--- src/rtl/cp0_vectored.sv ---
// CP0 subset with vectored interrupts: STATUS/CAUSE/EPC/EBASE, synchronized
// interrupt inputs, and a one-cycle force-jump pulse for interrupt entry and ERET.
module cp0_vectored #(
    parameter int          N_IRQ    = 4,
    parameter logic [31:0] VEC_BASE = 32'h0000_0100
) (
    input  logic             clk,
    input  logic             rst,
    input  logic [1:0]       oper,
    input  logic [4:0]       addr_r,
    output logic [31:0]      data_r,
    input  logic [4:0]       addr_w,
    input  logic [31:0]      data_w,
    input  logic             ir_en,
    input  logic [N_IRQ-1:0] ir_in,
    input  logic [31:0]      ret_addr,
    output logic             jump_en,
    output logic [31:0]      jump_addr
);

    localparam logic [1:0] OP_MTC0 = 2'b10;
    localparam logic [1:0] OP_ERET = 2'b11;

    localparam logic [4:0] REG_STATUS = 5'd12;
    localparam logic [4:0] REG_CAUSE  = 5'd13;
    localparam logic [4:0] REG_EPC    = 5'd14;
    localparam logic [4:0] REG_EBASE  = 5'd15;

    // The service state is the EXL bit itself.
    typedef enum logic {
        IDLE    = 1'b0,
        SERVICE = 1'b1
    } state_t;

    state_t           state_reg, state_next;
    logic             ie_reg, ie_next;
    logic [N_IRQ-1:0] im_reg, im_next;
    logic [N_IRQ-1:0] ip_reg, ip_next;
    logic [2:0]       code_reg, code_next;
    logic [31:0]      epc_reg, epc_next;
    logic [31:0]      ebase_reg, ebase_next;
    logic             jump_en_reg, jump_en_next;
    logic [31:0]      jump_addr_reg, jump_addr_next;

    logic [N_IRQ-1:0] sync1_reg, sync2_reg, edge_reg;
    logic [N_IRQ-1:0] rise;
    logic [N_IRQ-1:0] pend;
    logic [N_IRQ-1:0] sel_mask;
    logic [2:0]       sel_idx;
    logic             exl;
    logic             is_mtc0;
    logic             is_eret;
    logic             take;
    logic [31:0]      status_word;
    logic [31:0]      cause_word;

    assign exl     = (state_reg == SERVICE);
    assign is_mtc0 = (oper == OP_MTC0);
    assign is_eret = (oper == OP_ERET);

    generate
        for (genvar gi = 0; gi < N_IRQ; gi++) begin : g_src
            assign rise[gi] = sync2_reg[gi] & ~edge_reg[gi];
            assign pend[gi] = ip_reg[gi] & im_reg[gi];
        end
    endgenerate

    // Lowest set bit wins: index 0 has the highest priority.
    assign sel_mask = pend & ~(pend - 1'b1);

    always_comb begin
        sel_idx = '0;
        for (int i = N_IRQ - 1; i >= 0; i--) begin
            if (pend[i]) begin
                sel_idx = 3'(i);
            end
        end
    end

    // ERET suppresses take for the edge it occupies.
    assign take = ir_en & ie_reg & ~exl & (|pend) & ~is_eret;

    always_comb begin
        state_next     = state_reg;
        ie_next        = ie_reg;
        im_next        = im_reg;
        ip_next        = ip_reg;
        code_next      = code_reg;
        epc_next       = epc_reg;
        ebase_next     = ebase_reg;
        jump_en_next   = 1'b0;
        jump_addr_next = jump_addr_reg;

        if (is_mtc0) begin
            case (addr_w)
                REG_STATUS: begin
                    ie_next    = data_w[0];
                    state_next = data_w[1] ? SERVICE : IDLE;
                    im_next    = data_w[8 +: N_IRQ];
                end
                REG_CAUSE: ip_next    = ip_reg & ~data_w[8 +: N_IRQ];
                REG_EPC:   epc_next   = data_w;
                REG_EBASE: ebase_next = {data_w[31:2], 2'b00};
                default: ;
            endcase
        end

        if (is_eret) begin
            state_next     = IDLE;
            jump_en_next   = 1'b1;
            jump_addr_next = epc_reg;
        end else if (take) begin
            // Overrides any EXL value written by a coincident MTC0 STATUS.
            state_next     = SERVICE;
            epc_next       = ret_addr;
            code_next      = sel_idx;
            ip_next        = ip_next & ~sel_mask;
            jump_en_next   = 1'b1;
            jump_addr_next = ebase_reg + {26'd0, sel_idx, 3'b000};
        end

        // A fresh synchronized edge beats any clear of the same bit.
        ip_next = ip_next | rise;
    end

    always_ff @(posedge clk) begin
        if (rst) begin
            state_reg     <= IDLE;
            ie_reg        <= 1'b0;
            im_reg        <= '0;
            ip_reg        <= '0;
            code_reg      <= '0;
            epc_reg       <= '0;
            ebase_reg     <= VEC_BASE & 32'hFFFF_FFFC;
            jump_en_reg   <= 1'b0;
            jump_addr_reg <= '0;
            sync1_reg     <= '0;
            sync2_reg     <= '0;
            edge_reg      <= '0;
        end else begin
            state_reg     <= state_next;
            ie_reg        <= ie_next;
            im_reg        <= im_next;
            ip_reg        <= ip_next;
            code_reg      <= code_next;
            epc_reg       <= epc_next;
            ebase_reg     <= ebase_next;
            jump_en_reg   <= jump_en_next;
            jump_addr_reg <= jump_addr_next;
            sync1_reg     <= ir_in;
            sync2_reg     <= sync1_reg;
            edge_reg      <= sync2_reg;
        end
    end

    always_comb begin
        status_word              = '0;
        status_word[0]           = ie_reg;
        status_word[1]           = exl;
        status_word[8 +: N_IRQ]  = im_reg;
        cause_word               = '0;
        cause_word[8 +: N_IRQ]   = ip_reg;
        cause_word[4:2]          = code_reg;
        case (addr_r)
            REG_STATUS: data_r = status_word;
            REG_CAUSE:  data_r = cause_word;
            REG_EPC:    data_r = epc_reg;
            REG_EBASE:  data_r = ebase_reg;
            default:    data_r = '0;
        endcase
    end

    assign jump_en   = jump_en_reg;
    assign jump_addr = jump_addr_reg;

endmodule

--- config.mk ---
export PLATFORM = sky130hd
export DESIGN_NAME = cp0_vectored
export DESIGN_NICKNAME = d
export VERILOG_FILES = /design/src/rtl/cp0_vectored.sv
export SDC_FILE = /design/constraint.sdc
export NUM_CORES = 1
export LEC_CHECK = 0
export ABC_AREA = 1
export CORE_MARGIN = 2
export CORE_UTILIZATION = 50
export CTS_CLUSTER_DIAMETER = 50
export DETAILED_ROUTE_END_ITERATION = 16
export PLACE_DENSITY_LB_ADDON = 0.1
export SLEW_MARGIN = 20
export SYNTH_ARGS = -nofsm -noshare
export SYNTH_HDL_FRONTEND = slang
export SYNTH_SLANG_ARGS = --single-unit
export TNS_END_PERCENT = 1
--- constraint.sdc ---
create_clock -name clk -period 2.7 [get_ports clk]
set_input_delay 0.54 -clock clk [delete_from_list [all_inputs] [get_ports clk]]
set_output_delay 0.54 -clock clk [all_outputs]
set_load 0.01 [all_outputs]
==> results of run 1 <==
[cells by family (layout without fill, tap and decap cells)]
group / count (synthesis) / in the layout / share of synthesized area [%]
AND/OR/NAND/NOR: 366 / 366 / 25.5
AO/OA/AOI/OAI: 254 / 254 / 22.0
buffers and inverters: 167 / 324 / 12.4
flip-flops: 119 / 119 / 38.7
XOR/XNOR: 5 / 5 / 0.711
adder cells (fa/ha/maj): 3 / 3 / 0.731
[tightest hold or removal path, stage by stage (launching register included)]
cell and delay [ns]:
dfxtp_1 0.29, inv_1 0.04, nor2_1 0.03
[stage by stage]
| stage | setup WS (ns) | cells | area [um2] |
|---|---|---|---|
| 6_report | 0.135 | 1218 | 8370 |
| 5_1_grt | -0.0111 | 1218 | 8370 |
| 4_1_cts | -0.0767 | 1218 | 8350 |
| 3_5_place_dp | -0.135 | 1187 | 7730 |
| 3_3_place_gp | -0.113 | 1187 | 7730 |
| 2_1_floorplan | 0.638 | 914 | 6160 |
[layer usage]
layer / up-vias / wire length (um)
met5: - / 0
met4: 0 / 480
met3: 43 / 1230
met2: 219 / 8840
met1: 2969 / 8030
li1: 3284 / -
[power breakdown]
part / internal, mW / switching [mW] / total (mW)
clock: 1.68 / 0.797 / 2.47
combinational: 0.156 / 0.143 / 0.298
sequential: 1.78 / 0.0116 / 1.79
[cell usage in the layout, fill, tap and decap left out, types with 17 or more instances in the layout]
master and n:
clkbuf_16 17, nand3_1 55, nand2_1 214, o22ai_1 26, nor2_1 67, o21ai_1 29, buf_4 23, clkdlybuf4s50_1 114
o21ai_0 92, inv_1 113, a21oi_1 83, dlygate4sd2_1 24, dfxtp_1 119
[how the worst max path moves through the flow]
stage                                to  slack, ns  cells after the start
final                     jump_addr[17]       0.14                     14
after global routing      jump_addr[23]      -0.01                     14
after CTS                    data_r[24]      -0.08                      7
after detailed placement     data_r[24]      -0.14                      7
after global placement        data_r[8]      -0.11                      8
after floorplan           jump_addr[17]       0.64                     13
[area by class of cell]
type	instances	area, um2
repair buffers	174	1690
clock inverters	9	173
clock buffers	22	464
fillers	1086	3640
well taps	147	184
multi-input cells	628	3030
inverters	119	448
flip-flops and latches	119	2380
[timing repair]
item	4_1_cts	5_1_grt
resized for setup	28	12
pin swaps	0	0
hold buffers	0	0
setup endpoints to repair	32	17
[cells in the mapped netlist]
master	number	area share, %
nor2_4	4	0.73
or2_1	1	0.10
buf_2	10	0.81
clkinv_2	1	0.081
o2111ai_1	3	0.43
buf_4	5	0.61
nand3_4	2	0.57
buf_6	14	2.6
xor2_1	3	0.43
nand4_1	4	0.41
nand2_1	215	13
nand4_4	1	0.35
nand2_4	1	0.18
nor3_1	5	0.41
o22ai_1	26	2.6
fa_1	1	0.33
ha_1	2	0.41
nor2_1	68	4.1
o21ai_1	29	2.4
nor2_2	5	0.51
clkinv_1	1	0.061
a21oi_2	1	0.14
o21ai_0	92	7.5
dfxtp_1	119	39
inv_1	113	6.9
nand2_2	5	0.51
o221ai_1	2	0.28
a21oi_1	84	6.8
xnor2_1	2	0.28
clkbuf_1	19	1.2
nand3_1	55	4.5
inv_2	4	0.24
a31oi_1	12	1.2
o211ai_1	5	0.61
==> flow_summary_export.csv, run 1 <==
group,metric,value,unit
outcome,outcome,"finished clean",
worst_hold_path,worstHoldEndpoint,"sync2_reg[3]",
placement,hpwlAfterDp,12900,um
grt,grt_overflow_total,0,
final_layout,drive_gt1_share,7.84,%
sta,tns,0,ns
synthesis,syn-num-nets,1000,
job,cap_violations,0,
final_layout,areaGrowthSynthToFinish,36.0,%
sta,tightest_slew,0.623,ns
routing,wl_per_cell,15.3,um
setup_path,r2r_slack,0.14,ns
cts,cts_buffers,17,
routing,drc,0,
setup_path,endpoint_kind,"flip-flop",
setup_path,critPathKind,"flip-flop to flip-flop",
grt,grtUsageMet3,7.01,%
sta,finalMaxSlewViolations,0,
setup_path,crit_buf_inv,4,
synthesis,synthDistinctLibCells,34,
routing,via_per_inst,5.35,
routing,vias,6515,
routing,wirelength,18600,um
final_layout,n_antenna_cell,0,
worst_hold_path,min_path_cells,2,
synthesis,synth-seq-area-share,38.7,%
setup_path,required,3.04,ns
setup_path,crit_fanout,5,
sta,fmax,0.390,GHz
cts,clock_latency,0.42,ns
sta,finalCriticalPeriod,2.57,ns
cts,cts.sinks,119,
sta,final.period_utilization,95.0,%
sta,finClkSkew,0.00998,ns
floorplan,die_x,115,um
power_and_ir_drop,p_leak,3.40,nW
sta,hold_ws,0.402,ns
floorplan,ioPinCount,148,
grt,gr-usage-met2,48.5,%
sta,slew_headroom,58.4,%
floorplan,fp.coreArea,12000,um2
placement,io_buffers,147,
cts,cts_tree,"done",
cts,cts_buffer_depth,2,
setup_path,cp-startpoint,"im_reg[2]",
grt,grt_pass1_vias,6061,
routing,first_pass_iters,5,
setup_path,r2r_cells,14,
sta,setup_viol,0,
setup_path,cp_cell_sequence,"nand2_1 -> nand3_1 -> a21oi_2 -> ha_1 -> inv_1 -> fa_1 -> inv_1 -> nand3_1 -> nor2_2 -> buf_4 -> inv_1 -> o21ai_0 -> nand3_1 -> a21oi_1",
grt,grt_max_degree,51,
worst_hold_path,min_from,"sync1_reg[3]",
routing,drtIter0Drc,424,
sta,hold_violations,0,
setup_path,cp_slowest_stage_delay,0.41,ns
setup_path,critical_path_arrival,2.90,ns
sta,rsz0062_at_grt,"true",
power_and_ir_drop,ir_drop,289,uV
worst_hold_path,hp-class,"flip-flop to flip-flop",
synthesis,netlist_instances,914,
cts,htreeDepth,4,
grt,antenna_found_initial,0,
grt,grt-busiest-layer,"met2",
floorplan,start_util,51.3,%
setup_path,r2r_start,"im_reg[2]",
placement,place.gp.congestion,0.951,
floorplan,dieHeight,115,um
cts,root_buffer,"clkbuf_16",
setup_path,r2r_end,"jump_addr[17]",
cts,cts_setup_buffers,0,
setup_path,critical_path.top_delay_family,"simple AND/OR/NAND/NOR gates",
synthesis,syn_avg_cell_area,6.74,um2
final_layout,fin_nets,1145,
power_and_ir_drop,power_density,545,nW/um2
floorplan,dieArea,13200,um2
setup_path,slowest_stage,"fa_1",
cts,cts.clk_slew.worst_paths,0.05,ns
setup_path,start_kind,"flip-flop",
grt,grt_pass1_wl,29700,um
synthesis,synth_area,6160,um2
synthesis,synth-warning-count,0,
synthesis,synth_seq_cells,119,
grt,track_usage,28.7,%
floorplan,row_count,40,
routing,drtAntennaViolNets,0,
power_and_ir_drop,power.total,4.56,mW
grt,grtUsageMet1,35.4,%
final_layout,utilization,69.7,%
No activity file was read; power rests on OpenSTA's default activity.
==> run 2: changes to the inputs <==
--- a/config.mk
+++ b/config.mk
@@ -7,8 +7,10 @@
 export LEC_CHECK = 0
 export ABC_AREA = 1
 export CORE_MARGIN = 2
-export CORE_UTILIZATION = 50
+export CORE_UTILIZATION = 47
+export CTS_BUF_LIST = sky130_fd_sc_hd__clkbuf_4 sky130_fd_sc_hd__clkbuf_8
 export CTS_CLUSTER_DIAMETER = 50
+export CTS_CLUSTER_SIZE = 12
 export DETAILED_ROUTE_END_ITERATION = 16
 export PLACE_DENSITY_LB_ADDON = 0.1
 export SLEW_MARGIN = 20
==> constraint.sdc (replaced) <==
create_clock -name clk -period 2.3 [get_ports clk]
set_input_delay 0.46 -clock clk [delete_from_list [all_inputs] [get_ports clk]]
set_output_delay 0.46 -clock clk [all_outputs]
set_load 0.01 [all_outputs]
==> run 2 against run 1 <==
  * Largest cell class unchanged
  * Combinational power is 20% higher
  * Wire length is 1.7% higher
  * Highest routed layer unchanged
  * Flip-flop and latch count stayed put
  * Clock skew is 0.0031 ns lower
  * Critical path type is now input port to primary output
  * The flow now finishes with violations (negative setup slack)
==> flow_summary_export.csv, run 2 (synthesized netlist as in run 1, its figures left out) <==
group,metric,value,unit
outcome,outcome,"finished, violations left",
outcome,violations,"negative setup slack",
sta,fmax,0.425,GHz
setup_path,r2r_end,"jump_addr[23]",
setup_path,cp_cell_sequence,"clkdlybuf4s50_1 -> nand2_2 -> nor2_4 -> nand2_4 -> buf_12 -> o22ai_1 -> clkdlybuf4s15_1",
setup_path,critical_path_arrival,1.89,ns
setup_path,r2r_start,"im_reg[2]",
setup_path,r2r_slack,0.08,ns
setup_path,cp_slowest_stage_delay,0.48,ns
setup_path,r2r_cells,14,
routing,drc,0,
final_layout,layout.cells.non_filler,1264,
setup_path,critPathKind,"input port to primary output",
grt,track_usage,28.1,%
floorplan,dieHeight,118,um
routing,first_pass_iters,5,
setup_path,crit_fanout,17,
sta,layout_setup_ws,-0.0544,ns
floorplan,fp.coreArea,12700,um2
cts,cts_buffer_depth,2,
final_layout,final_cell_mix,"nand2_1, dfxtp_1, clkdlybuf4s50_1",
final_layout,areaGrowthSynthToFinish,35.2,%
floorplan,dieArea,14000,um2
worst_hold_path,worstHoldEndpoint,"sync2_reg[3]",
cts,cts_tree,"done",
setup_path,slowest_stage,"clkdlybuf4s50_1",
final_layout,drive_gt1_share,14.6,%
cts,cts.clk_slew.worst_paths,0.07,ns
worst_hold_path,min_path_cells,2,
routing,via_per_inst,5.21,
sta,finalCriticalPeriod,2.35,ns
cts,cts_buffers,17,
cts,htreeDepth,4,
sta,hold_violations,0,
routing,vias,6587,
cts,cts_setup_buffers,0,
sta,setup_viol,3,
sta,hold_ws,0.400,ns
power_and_ir_drop,ir_drop,298,uV
final_layout,layout_commonest_cell,"nand2_1",
cts,cts.sinks,119,
placement,io_buffers,147,
placement,place.gp.congestion,0.934,
cts,root_buffer,"clkbuf_8",
placement,dpl.cell_count,1233,
final_layout,fin_nets,1166,
grt,grt_pass1_vias,6513,
floorplan,ioPinCount,148,
grt,grt_pass1_wl,31600,um
sta,final.period_utilization,102,%
cts,cts_hold_buf,0,
cts,clock_latency,0.45,ns
final_layout,n_antenna_cell,0,
routing,drtAntennaViolNets,0,
sta,finalMaxSlewViolations,0,
final_layout,fillCellCount,1225,
grt,grt_overflow_total,0,
sta,tns,-0.0762,ns
placement,place_area,7960,um2
floorplan,row_count,41,
grt,grt_max_degree,64,
setup_path,endpoint_kind,"primary output",
job,cap_violations,0,
worst_hold_path,min_from,"sync1_reg[3]",
placement,hpwlAfterDp,13400,um
power_and_ir_drop,power_density,512,nW/um2
sta,rsz0062_at_grt,"true",
final_layout,fin_area,8330,um2
setup_path,start_kind,"input port",
routing,drtIter0Drc,414,
setup_path,required,1.84,ns
floorplan,die_x,118,um
power_and_ir_drop,power.total,4.26,mW
routing,wirelength,18900,um
grt,antenna_found_initial,0,
sta,finClkSkew,0.00686,ns
floorplan,start_util,48.4,%
worst_hold_path,hp-class,"flip-flop to flip-flop",
sta,tightest_slew,0.773,ns
sta,slew_headroom,48.5,%
power_and_ir_drop,p_leak,3.27,nW
routing,wl_per_cell,14.9,um
run 2: cell types whose count changed in the layout (fill, tap and decap cells not counted), sizes merged:
| cell | delta |
|---|---|
| dlymetal6s2s | -6 |
| dlygate4sd2 | -24 |
| bufinv | -4 |
| clkbuf | +9 |
| buf | +46 |
| clkdlybuf4s50 | -1 |
| clkdlybuf4s15 | +2 |
| clkinvlp | -1 |
run 2: per-stage QoR:
step / utilization [%] / setup slack (ns)
floorplan: - / 0.238
global placement: 62.6 / -0.413
detailed placement: 62.6 / -0.441
CTS: 65.9 / -0.0370
global route: 65.5 / -0.106
finish: 65.5 / -0.0544
run 2: layer usage:
| metal | up-vias | track usage (%) | part of all wire (%) |
|---|---|---|---|
| met5 | - | 0 | 0 |
| met4 | 0 | 12.7 | 2.9 |
| met3 | 47 | 7.43 | 7.0 |
| met2 | 229 | 47.5 | 48 |
| met1 | 2988 | 33.4 | 43 |
| li1 | 3323 | - | - |
run 2: cell type report:
type	instances	area (um2)	share of cell area, %
multi-input combinational	628	3140	37.8
sequential	119	2380	28.6
timing repair buffer	195	1770	21.3
inverter	119	448	5.38
clock buffer	27	322	3.86
tap	172	215	2.58
clock inverter	4	45.0	0.541
run 2: power by group:
part           internal [mW]  switching (mW)
Combinational          0.185           0.173
Sequential              2.08          0.0138
Clock                  0.995           0.809
Total                   3.26           0.995
run 2: worst max path at each step:
stage	slack (ns)	start	depth (start not counted)	endpoint
final	-0.05	addr_r[3]	7	data_r[13]
after global routing	-0.11	addr_r[3]	8	data_r[8]
after CTS	-0.04	addr_r[1]	7	data_r[19]
after detailed placement	-0.44	addr_r[0]	7	data_r[19]
after global placement	-0.41	addr_r[0]	7	data_r[11]
after floorplan	0.24	ip_reg[2]	13	jump_addr[17]
run 2: timing repair:
action / 4_1_cts / 5_1_grt
resized for setup: 110 / 54
setup endpoints to repair: 45 / 49
pin swaps: 3 / 5
run 2: worst max-delay path, delay by kind of cell:
kind / cells / cell delay (ns)
AND/OR/NAND/NOR: 3 / 0.37
buffers and inverters: 3 / 0.90
AO/OA/AOI/OAI: 1 / 0.15
